`src/rtl/mux_arbiter.sv`:
```
// Two-way round-robin arbiter for a shared mux with a bounded hold time.
// Ports:
//   iClk  - rising-edge clock
//   iClr  - asynchronous active-low reset
//   iReqA - requester A wants the mux (level, held while wanted)
//   iReqB - requester B wants the mux (level, held while wanted)
//   oGntA - A owns the mux
//   oGntB - B owns the mux
//   oSel  - mux select, 0 = A, 1 = B
//   oEnb  - mux enable, high while either grant is high
//   oCnt  - cycles already spent in the current grant (saturating)
module mux_arbiter #(
    parameter int unsigned MAX_HOLD = 4,
    parameter int unsigned CW       = 3
) (
    input  logic          iClk,
    input  logic          iClr,
    input  logic          iReqA,
    input  logic          iReqB,
    output logic          oGntA,
    output logic          oGntB,
    output logic          oSel,
    output logic          oEnb,
    output logic [CW-1:0] oCnt
);

    typedef enum logic [1:0] {
        IDLE,
        GNT_A,
        GNT_B
    } state_t;

    localparam logic [CW-1:0] CMAX = CW'(MAX_HOLD - 1);

    state_t        state;
    logic [CW-1:0] cnt;
    // 1 when B was the last requester served; resets to B so A wins the first tie.
    logic          last_b;

    always_ff @(posedge iClk or negedge iClr) begin
        if (!iClr) begin
            state  <= IDLE;
            cnt    <= '0;
            last_b <= 1'b1;
        end else begin
            unique case (state)
                IDLE: begin
                    cnt <= '0;
                    if (iReqA && (!iReqB || last_b)) begin
                        state  <= GNT_A;
                        last_b <= 1'b0;
                    end else if (iReqB) begin
                        state  <= GNT_B;
                        last_b <= 1'b1;
                    end
                end
                GNT_A: begin
                    // Leave on release, or rotate once the hold budget is spent.
                    if (!iReqA || (iReqB && cnt == CMAX)) begin
                        cnt <= '0;
                        if (iReqB) begin
                            state  <= GNT_B;
                            last_b <= 1'b1;
                        end else begin
                            state <= IDLE;
                        end
                    end else if (cnt != CMAX) begin
                        cnt <= cnt + 1'b1;
                    end
                end
                GNT_B: begin
                    if (!iReqB || (iReqA && cnt == CMAX)) begin
                        cnt <= '0;
                        if (iReqA) begin
                            state  <= GNT_A;
                            last_b <= 1'b0;
                        end else begin
                            state <= IDLE;
                        end
                    end else if (cnt != CMAX) begin
                        cnt <= cnt + 1'b1;
                    end
                end
                default: begin
                    state <= IDLE;
                    cnt   <= '0;
                end
            endcase
        end
    end

    assign oGntA = (state == GNT_A);
    assign oGntB = (state == GNT_B);
    assign oSel  = (state == GNT_B);
    assign oEnb  = (state == GNT_A) || (state == GNT_B);
    assign oCnt  = cnt;

endmodule

```
`config.mk`:
```
export PLATFORM = sky130hd
export DESIGN_NAME = mux_arbiter
export DESIGN_NICKNAME = d
export VERILOG_FILES = /design/src/rtl/mux_arbiter.sv
export SDC_FILE = /design/constraint.sdc
export NUM_CORES = 1
export LEC_CHECK = 0
export BUFFER_PORTS_ARGS = -buffer_cell sky130_fd_sc_hd__buf_2
export CORE_AREA = 5 5 42 44
export DETAILED_ROUTE_END_ITERATION = 6
export DIE_AREA = 0 0 47 49
export SETUP_SLACK_MARGIN = 0.15
export SYNTH_ARGS = -nofsm -noshare
export SYNTH_HDL_FRONTEND = slang
export SYNTH_SLANG_ARGS = --single-unit
```
`constraint.sdc`:
```
create_clock -name iClk -period 1.95 [get_ports iClk]
set_clock_uncertainty 0.2 [all_clocks]
set_input_delay 0.39 -clock iClk [delete_from_list [all_inputs] [get_ports iClk]]
set_output_delay 0.39 -clock iClk [all_outputs]
set_load 0.01 [all_outputs]
```
==> metrics.cfg <==
[clocking]
clk_latency_ns=0.25
cts.path.max_buffers=2
cts-root-buf=clkbuf_4
clk_pin_slew_ns=0.04
htree_levels=1
cts_sinks=6
cts_buffers=3
tritoncts=yes
post_cts_buffers=0

[sta]
worst_pin_slew_ns=0.238
maxSlewHeadroom_pct=84.1
slew_viol_final=0
rsz0062_at_grt=true
finalCritPeriodShare_pct=91.2
whs_ns=0.279
final_hold_viol_count=0
fin_crit_ns=1.78
fmax_mhz=563
tns_ns=0
setup_violations=0
timing.final.ws_setup_ns=0.173

[yosys]
syn-cell-area_um2=425
ys_types=21
ys_top_cells_by_area=dfrtp_1, ha_1, dfstp_2, mux2i_1, o22ai_4
ys.warnings.count=0
yosys-top-cells-count=dfrtp_1, ha_1, inv_1, nor2_1, o21ai_0
synth_seq_cells=6
synth_cells=41
yosysTopAreaCell=dfrtp_1
ys.flop_type=dfrtp_1
syn-mean-instance-area_um2=10.4
synth_nets=50
synth_edf_count=0
synthArstFlopShare_pct=100
yosysSeqAreaShare_pct=35.6
synth.top_cell.area_share_pct=29.4

[final_layout]
stdcell_count=71
area_growth_syn_to_layout_pct=26.2
drive_gt1_share_pct=34.5
diodes=0
finalInstanceArea_um2=537
fin_nets=65

[power_and_ir_drop]
p_comb_share_pct=54.7
internal_power_uw=431
power_density_mw_per_mm2=1330
leakagePower_nw=0.272
p_sw_uw=282
peakVddDrop_uv=611
seq_power_share_pct=28.1
pwr-share-clk_pct=17.2
swShare_pct=39.5

[die]
io_pins=11
die_w_um=47
die_h_um=49
initial_core_util_pct=30.4
rows=14
coreArea_mm2=0.00140
dieArea_mm2=0.00230

[setup_path]
slowest_stage=dfrtp_1
crit_path_max_fanout=5
worstPathArrival_ns=1.19
start_kind=flop
worstPathRequired_ns=1.36
timing.critical_path.cells=inv_1 > ha_1 > buf_2
crit_path_end_kind=primary output
crit_type=reg2out
cpPeakStageDelay_ns=0.39

[placed_design]
place_hpwl_um=645
numPlacedInstances=66
place_ws_ns=0.284
gp_congestion=0.702
dpl_cell_area_um2=488
io_buffers=10

[routing]
vias=336
drc=0
viasPerCell=4.73
drt-wirelength-per-cell_um=11.6
totalWireLength_um=822
firstDrtPassIters=2
ant_nets=0
drtIter0Drc=2

[global_routing]
grt_pass1_wl_um=1430
grt_pass1_vias=360
grt-ovfl-total=0
grtUsageTotal_pct=8.57
antenna_found_initial=0
grt_start_max_net_pins=8

[run_status]
status=finished clean

[worst_hold_path]
hold_path_class=in2reg

[flow_run]
maxCapViolCount=0

[stage by stage]
stage | total power [mW] | utilization, %
after global placement | 0.559 | 34.8
after detailed placement | 0.561 | 34.8
after floorplan | 0.471 | -
final | 0.713 | 38.3
after CTS | 0.691 | 37.4
after global routing | 0.789 | 38.3
[cell families after synthesis]
group           after synthesis  share of synthesized area [%]
xor+xnor                      1                           2.06
flops                         6                           35.6
fa+ha+maj                     5                           14.7
compound gates               11                           20.0
simple gates                 12                           18.5
mux                           2                           4.71
buf+inv                       4                           4.41
[area by class of cell]
cell class / instances / area, um^2
Fill cell: 146 / 865
Multi-Input combinational cell: 31 / 268
Sequential cell: 6 / 151
Timing Repair Buffer: 11 / 60.1
Clock buffer: 4 / 26.3
Tap cell: 16 / 20.0
Inverter: 3 / 11.3
[flip-flops by register name (all words and copies together), names as in the netlist]
name and cells:
oCnt 3, state 2, last_b 1
[worst max-delay path, delay by kind of cell (launching register included)]
kind                       cells  cell delay, ns
DFF                            1            0.39
buffers and inverters          2            0.31
adders and majority gates      1            0.24
[final timing paths]
kind	start	cells past startpoint	slack, ns	end
setup reg to reg	state[1]	6	0.24	oCnt[2]
hold reg to reg	last_b	2	0.33	last_b
max in group asynchronous	iClr	2	1.04	last_b
hold / removal	iReqB	3	0.28	state[1]
setup / recovery	state[0]	3	0.17	oGntB
min in group asynchronous	iClr	2	0.29	oCnt[1]
[power groups by stage]
stage,registers [mW],logic (mW),clock network (mW)
after floorplan,0.197,0.275,0
after global placement,0.197,0.362,0
after detailed placement,0.201,0.360,0
after CTS,0.199,0.364,0.127
after global routing,0.205,0.445,0.139
final,0.201,0.390,0.123
[timing repair]
item	4_1_cts	5_1_grt
resized for setup	0	1
endpoints found under the hold margin	6	0
setup endpoints to repair	0	1
hold buffers	1	0
[metal layers]
metal  track usage (%)  routed length [um]
met5                 0                   0
met4              6.91                  25
met3              2.21                  29
met2              13.6                 411
met1              8.95                 356
[placed cells by master, fill, tap and decap left out]
| cell type | Yosys | final |
|---|---|---|
| dfstp_2 | 1 | 1 |
| a21o_1 | 1 | 1 |
| nor3_2 | 1 | 1 |
| mux2i_1 | 2 | 2 |
| o22ai_4 | 1 | 1 |
| inv_1 | 3 | 3 |
| ha_4 | 0 | 1 |
| and3b_1 | 2 | 2 |
| a21oi_1 | 2 | 2 |
| nor3b_2 | 1 | 1 |
| a21boi_0 | 2 | 2 |
| o32ai_1 | 2 | 2 |
| nand2_1 | 2 | 2 |
| buf_2 | 0 | 10 |
| nor2_1 | 3 | 3 |
| clkbuf_1 | 0 | 1 |
| o21ai_0 | 3 | 3 |
| nand2_2 | 1 | 1 |
| dlygate4sd3_1 | 0 | 1 |
| clkbuf_4 | 0 | 3 |
| xnor2_1 | 1 | 1 |
| ha_1 | 5 | 4 |
| nand2b_1 | 1 | 1 |
| and2b_1 | 1 | 1 |
| dfrtp_1 | 5 | 5 |
No activity file was read; power rests on OpenSTA's default activity.
